**src/rtl/sc_posjug2_register_pkg.sv**
```systemverilog
// Shared types and constants for the player-2 position register.
package pkg_posjug2;

    localparam int unsigned POS_W  = 8;
    localparam int unsigned POS_HI = 7;
    localparam int unsigned POS_LO = 4;

    localparam logic [POS_W-1:0] START_POS_DEFAULT = 8'b0001_0000;

    typedef enum logic [1:0] {
        READY = 2'b00,
        HOLD  = 2'b01,
        LOCK  = 2'b10
    } state_t;

    // left shifts toward the high bit, right toward the low bit
    typedef enum logic [1:0] {
        DIR_NONE  = 2'b00,
        DIR_LEFT  = 2'b01,
        DIR_RIGHT = 2'b10
    } dir_t;

endpackage

```
**src/rtl/sc_posjug2_step.sv**
```systemverilog
// Saturating one-hot shifter confined to bits [HI:LO]; reusable for either player nibble.
module sc_posjug2_step
    import pkg_posjug2::*;
#(
    parameter int unsigned DATAWIDTH = 8,
    parameter int unsigned HI        = 7,
    parameter int unsigned LO        = 4
) (
    input  logic [DATAWIDTH-1:0] pos,
    input  dir_t                 dir,
    output logic [DATAWIDTH-1:0] next_pos_c,
    output logic                 changed_c
);

    // Shift one step unless the player already sits on the edge bit in that direction.
    always_comb begin
        next_pos_c = pos;
        changed_c  = 1'b0;
        case (dir)
            DIR_LEFT: begin
                if (!pos[HI]) begin
                    next_pos_c = pos << 1;
                    changed_c  = 1'b1;
                end
            end
            DIR_RIGHT: begin
                if (!pos[LO]) begin
                    next_pos_c = pos >> 1;
                    changed_c  = 1'b1;
                end
            end
            default: ;
        endcase
    end

endmodule

```
**src/rtl/sc_posjug2_register.sv**
```systemverilog
// Player-2 position register: button edge/auto-repeat moves, collision respawn and lockout.
module sc_posjug2_register
    import pkg_posjug2::*;
#(
    parameter int unsigned           DATAWIDTH    = 8,
    parameter logic [DATAWIDTH-1:0]  START_POS    = START_POS_DEFAULT,
    parameter int unsigned           REPEAT_DELAY = 25000000,
    parameter int unsigned           LOCK_CYCLES  = 50000000,
    parameter int unsigned           CNT_W        =
        $clog2((REPEAT_DELAY > LOCK_CYCLES) ? REPEAT_DELAY : LOCK_CYCLES) + 1
) (
    input  logic                 SC_RegPOSJUG2_CLOCK_50,
    input  logic                 SC_RegPOSJUG2_RESET_InLow,
    input  logic                 SC_RegPOSJUG2_left_InHigh,
    input  logic                 SC_RegPOSJUG2_right_InHigh,
    input  logic                 SC_RegPOSJUG2_hit_InHigh,
    output logic [DATAWIDTH-1:0] SC_RegPOSJUG2_posjug2_OutBUS,
    output logic                 SC_RegPOSJUG2_moved_OutHigh,
    output logic                 SC_RegPOSJUG2_locked_OutHigh
);

    state_t               state,    state_d;
    logic [CNT_W-1:0]     cnt,      cnt_d;
    logic [DATAWIDTH-1:0] pos,      pos_d;
    logic                 moved,    moved_d;
    logic                 locked_d;
    dir_t                 hold_dir, hold_dir_d;
    logic                 prev_req;

    logic                 req_c;
    dir_t                 cur_dir_c;
    logic [DATAWIDTH-1:0] step_pos_c;
    logic                 step_changed_c;

    // Both buttons pressed cancel each other out.
    assign req_c     = SC_RegPOSJUG2_left_InHigh ^ SC_RegPOSJUG2_right_InHigh;
    assign cur_dir_c = SC_RegPOSJUG2_left_InHigh ? DIR_LEFT : DIR_RIGHT;

    sc_posjug2_step #(
        .DATAWIDTH (DATAWIDTH),
        .HI        (POS_HI),
        .LO        (POS_LO)
    ) u_step (
        .pos        (pos),
        .dir        (req_c ? cur_dir_c : DIR_NONE),
        .next_pos_c (step_pos_c),
        .changed_c  (step_changed_c)
    );

    // Next-state, next-position and counter decisions for READY/HOLD/LOCK.
    always_comb begin
        state_d    = state;
        cnt_d      = cnt;
        pos_d      = pos;
        moved_d    = 1'b0;
        hold_dir_d = hold_dir;
        case (state)
            READY: begin
                if (SC_RegPOSJUG2_hit_InHigh) begin
                    pos_d   = START_POS;
                    cnt_d   = '0;
                    state_d = LOCK;
                end else if (req_c && !prev_req) begin
                    pos_d      = step_pos_c;
                    moved_d    = step_changed_c;
                    cnt_d      = '0;
                    hold_dir_d = cur_dir_c;
                    state_d    = HOLD;
                end
            end
            HOLD: begin
                if (SC_RegPOSJUG2_hit_InHigh) begin
                    pos_d   = START_POS;
                    cnt_d   = '0;
                    state_d = LOCK;
                end else if (!req_c || (cur_dir_c != hold_dir)) begin
                    cnt_d   = '0;
                    state_d = READY;
                end else if (cnt == CNT_W'(REPEAT_DELAY - 1)) begin
                    pos_d   = step_pos_c;
                    moved_d = step_changed_c;
                    cnt_d   = '0;
                end else begin
                    cnt_d = cnt + CNT_W'(1);
                end
            end
            LOCK: begin
                if (cnt == CNT_W'(LOCK_CYCLES - 1)) begin
                    cnt_d   = '0;
                    state_d = READY;
                end else begin
                    cnt_d = cnt + CNT_W'(1);
                end
            end
            default: begin
                cnt_d   = '0;
                state_d = READY;
            end
        endcase
        locked_d = (state_d == LOCK);
    end

    // State, counter and registered outputs; synchronous active-low reset.
    always_ff @(posedge SC_RegPOSJUG2_CLOCK_50) begin
        if (!SC_RegPOSJUG2_RESET_InLow) begin
            state    <= READY;
            cnt      <= '0;
            pos      <= START_POS;
            moved    <= 1'b0;
            SC_RegPOSJUG2_locked_OutHigh <= 1'b0;
            hold_dir <= DIR_NONE;
            prev_req <= 1'b0;
        end else begin
            state    <= state_d;
            cnt      <= cnt_d;
            pos      <= pos_d;
            moved    <= moved_d;
            SC_RegPOSJUG2_locked_OutHigh <= locked_d;
            hold_dir <= hold_dir_d;
            prev_req <= req_c;
        end
    end

    assign SC_RegPOSJUG2_posjug2_OutBUS = pos;
    assign SC_RegPOSJUG2_moved_OutHigh  = moved;

endmodule

```
**config.mk**
```make
export PLATFORM = sky130hd
export DESIGN_NAME = sc_posjug2_register
export DESIGN_NICKNAME = d
export VERILOG_FILES = /design/src/rtl/sc_posjug2_register_pkg.sv /design/src/rtl/sc_posjug2_step.sv /design/src/rtl/sc_posjug2_register.sv
export SDC_FILE = /design/constraint.sdc
export NUM_CORES = 1
export LEC_CHECK = 0
export BUFFER_PORTS_ARGS = -buffer_cell sky130_fd_sc_hd__buf_2
export CAP_MARGIN = 10
export CORE_UTILIZATION = 45
export DETAILED_ROUTE_END_ITERATION = 8
export PLACE_DENSITY = 0.67
export SLEW_MARGIN = 5
export SYNTH_ARGS = -nofsm -noshare
export SYNTH_HDL_FRONTEND = slang
export SYNTH_SLANG_ARGS = --single-unit
```
**constraint.sdc**
```tcl
create_clock -name SC_RegPOSJUG2_CLOCK_50 -period 2.2 [get_ports SC_RegPOSJUG2_CLOCK_50]
set_input_delay 0.11 -clock SC_RegPOSJUG2_CLOCK_50 [delete_from_list [all_inputs] [get_ports SC_RegPOSJUG2_CLOCK_50]]
set_output_delay 0.11 -clock SC_RegPOSJUG2_CLOCK_50 [all_outputs]
set_load 0.01 [all_outputs]
```
==> results.txt <==
* Number of buffer cells added on primary ports: 14
* Cell area after technology mapping: 2480 um2
- Library cell occupying the most area in the post-synthesis netlist: sky130_fd_sc_hd__dfxtp_1
- Top Ports: 15
* Share of total power in the clock network: 0.380
- Leaving out fill and tap cells, the most frequent cells in the layout are sky130_fd_sc_hd__dfxtp_1 (40), sky130_fd_sc_hd__buf_4 (35), sky130_fd_sc_hd__nand2_1 (29).
* Most used flip-flop cell after synthesis: sky130_fd_sc_hd__dfxtp_1
* Headroom to the max-slew limit: 0.657
- Starting density of the core: 0.476
- Data required time of the worst path: 2.43 ns
- Upper clock frequency limit: 475 MHz
- Flops & latches, synth: 42
* Worst-skew pair later-pin latency: 0.30 ns
* Vias in the first global route: 2,190
* Worst setup SP type: flop
* Root buffer selected by CTS: sky130_fd_sc_hd__clkbuf_8
- Total congestion overflow: 0
- In this run the worst hold path is classified as in -> reg.
- Cell internal power was estimated by the tool at 1210 uW.
* Placed wire-length estimate after detailed placement: 4390 um
- The clock period could shrink to about 2.1 ns.
- Count of cell types in the netlist: 59
- The share of total power dissipated in combinational logic is 0.133.
- For the pin with the worst max-slew slack, the measured transition is 0.514 ns.
* Placeable Area: between 5000 and 6000 um2
- Count of flip-flops with a built-in enable after synthesis: 0
* Per-instance average area after synthesis: 8.24 um2
- Wires add up to 6110 um.
- In the finished design, the share of the clock period the worst path needs comes to 0.957.
- FFs w/ async S/R, synth: 0
- The analysis attributes to cell leakage a power of 0.00122 uW.
- In the routed design, unresolved DRC markers number 0.
* CTS tree: built
- The library cell used most frequently in the layout, excluding fill and tap cells, is sky130_fd_sc_hd__dfxtp_1.
- Deepest level of the CTS H-tree: 2
* Wire length of the first global-routing pass: ~10,000 um
- In this run the worst path has a maximum fanout of 5.
- For this run, the detailed router's first-pass iteration total came to 4.
* Mapped Nets: 313
- Synthesis-to-layout area growth: 20.9%
* X dimension of the die: 76.2 um
- Ratio of cells with drive above 1 in the final layout: 0.223
* Row cnt: 26
- For this design the total switching power over the nets is just over 400 uW.
- Count of final setup violators: 0
- Of the synthesized area, sequential elements account for 0.339.
- Max Clock Skew: 0.0107 ns
- The first routing iteration left 129 violations.
- The flow ran to the end, and the final reports show no timing, DRC or antenna violations.
* Hold slack: 0.114 ns
- The setup path with the least slack is of type reg -> reg.
- Die Area: 5810 um2
- Summing all non-filler instances in the final layout gives an area of approximately 3000 um2.
* Pin count of the biggest net entering global routing: 30
* Clock slew seen by the registers of the worst setup and hold paths: 0.08 ns
- The number of antenna violations at the first check in global routing came to 0.
- Setup repair after global routing left no endpoint under its margin.
* Max-cap violation count: 0
- Area post-placement: 2820 um2
* Per-cell routed wire length: roughly 15 um
- Of the total power, the share spent switching nets is 0.250.
- The final max-slew violation count came to 0.
- The worst setup path is captured at a flop.
- Proportion of power drawn by flip-flops and latches: 0.487
- In this run the remaining antenna-violating nets after routing total 0.
- Max Buffers Root-to-Sink: 2
* Net total in the final layout: 356
- Count of warnings emitted by yosys: 0
- PD cells: 538 nW/um2
- Maximum vdd ir drop: 0.416 mV
* Final hold viol count: 0
- Synth top area cells: sky130_fd_sc_hd__dfxtp_1 (34%), sky130_fd_sc_hd__a31oi_1 (5.0%), sky130_fd_sc_hd__nand2_1 (4.4%)
- Mapped Cells: 301
* Total Routing Usage GR: 0.217
- Vias after detailed routing: 2,335
- The number of antenna diodes in the final layout is 0.
- Data arrives at the worst endpoint at 2.34 ns.
- The congestion estimate from routability-driven global placement came to about 0.87.
* Post-DR vias/cell: 5.63
- The number of clock buffers added by TritonCTS is 5.
- The clock net in this run drives a total of 42 sinks.
* Top cell type's share of synthesized area: 0.339
* FILL cells: 480
* Chip height: roughly 76 um
-- final cells by class --
type	count	area (um2)	share of cell area
clock inverters	1	30.0	0.0100
multi-input cells	232	1540	0.513
inverters	12	45.0	0.0150
clock buffers	7	76.3	0.0255
repair buffers	51	378	0.126
well taps	70	87.6	0.0292
flip-flops and latches	42	843	0.281
-- critical path, cell delays in order, from the launching register on --
cell and delay, ns:
sky130_fd_sc_hd__dfxtp_1 0.34, sky130_fd_sc_hd__ha_1 0.18, sky130_fd_sc_hd__and3_2 0.23, sky130_fd_sc_hd__buf_4 0.15, sky130_fd_sc_hd__and4_1 0.22, sky130_fd_sc_hd__or4b_2 0.62, sky130_fd_sc_hd__o21a_1 0.19, sky130_fd_sc_hd__a31oi_1 0.12
-- flip-flops by register name (all words and copies together) (netlist names) --
name,cells
SC_RegPOSJUG2_posjug2_OutBUS,8
cnt,27
hold_dir,2
prev_req,1
state,2
SC_RegPOSJUG2_locked_OutHigh,1
SC_RegPOSJUG2_moved_OutHigh,1
-- worst paths after layout --
path                                        start                               to  slack, ns  cells after the start
setup / recovery                           cnt[0]                          cnt[24]       0.09                      7
setup reg to reg                           cnt[0]                          cnt[24]       0.09                      7
hold / removal          SC_RegPOSJUG2_left_InHigh                      hold_dir[1]       0.11                      3
hold reg to reg   SC_RegPOSJUG2_posjug2_OutBUS[1]  SC_RegPOSJUG2_posjug2_OutBUS[1]       0.50                      2
-- per-stage QoR --
stage	std cells	setup TNS (ns)	utilization	setup WS, ns	power (uW)
after floorplan	301	0	-	0.0221	937
after global placement	405	0	0.542	0.00122	1000
after detailed placement	405	-0.299	0.542	-0.0545	1010
after CTS	413	0	0.563	0.00483	1620
after global routing	415	0	0.576	0.00607	1680
final	415	0	0.576	0.0941	1610
-- logic make-up (layout without fill, tap and decap cells) --
group           after synthesis  in the layout  share of synthesized area
mux                           3              3                     0.0121
buf+inv                      27             71                     0.0550
compound gates               82             82                      0.230
simple gates                138            138                      0.321
fa+ha+maj                     7              7                     0.0353
flops                        42             42                      0.339
xor+xnor                      2              2                    0.00706
-- routing by layer --
layer	track usage	up-vias	wire length, um
met5	0	-	0
met4	0.0750	0	58
met3	0.0383	8	198
met2	0.381	32	2970
met1	0.264	1090	2880
li1	-	1205	-
-- synthesized netlist by cell type (4+ instances only) --
master                     instances
sky130_fd_sc_hd__nand4_1           8
sky130_fd_sc_hd__nand2b_1          5
sky130_fd_sc_hd__or2b_1            4
sky130_fd_sc_hd__ha_1              7
sky130_fd_sc_hd__and4_1            5
sky130_fd_sc_hd__nor4b_1           4
sky130_fd_sc_hd__and2_1            4
sky130_fd_sc_hd__dfxtp_1          42
sky130_fd_sc_hd__nand3_1          14
sky130_fd_sc_hd__nor3_1            8
sky130_fd_sc_hd__or3_1             5
sky130_fd_sc_hd__nor2_1           14
sky130_fd_sc_hd__nand2_1          29
sky130_fd_sc_hd__buf_2             4
sky130_fd_sc_hd__clkbuf_1          7
sky130_fd_sc_hd__a31oi_1          20
sky130_fd_sc_hd__and3_1           15
sky130_fd_sc_hd__a21boi_0          4
sky130_fd_sc_hd__nor2b_1           9
sky130_fd_sc_hd__o21ai_0          12
sky130_fd_sc_hd__a21oi_1          18
sky130_fd_sc_hd__inv_1            12
-- what timing repair did --
item,CTS,global route
endpoints found under the setup margin,0,26
setup buffers,0,1
gates resized for setup,0,10
hold buffers,0,0
-- power by group through the flow --
stage / Combinational (uW) / Sequential, uW / Clock, uW
6_report: 214 / 785 / 614
4_1_cts: 204 / 785 / 633
5_1_grt: 237 / 788 / 655
3_3_place_gp: 200 / 802 / 0
3_5_place_dp: 203 / 803 / 0
2_1_floorplan: 134 / 803 / 0
Note: power is estimated with default switching activity, not from simulation.
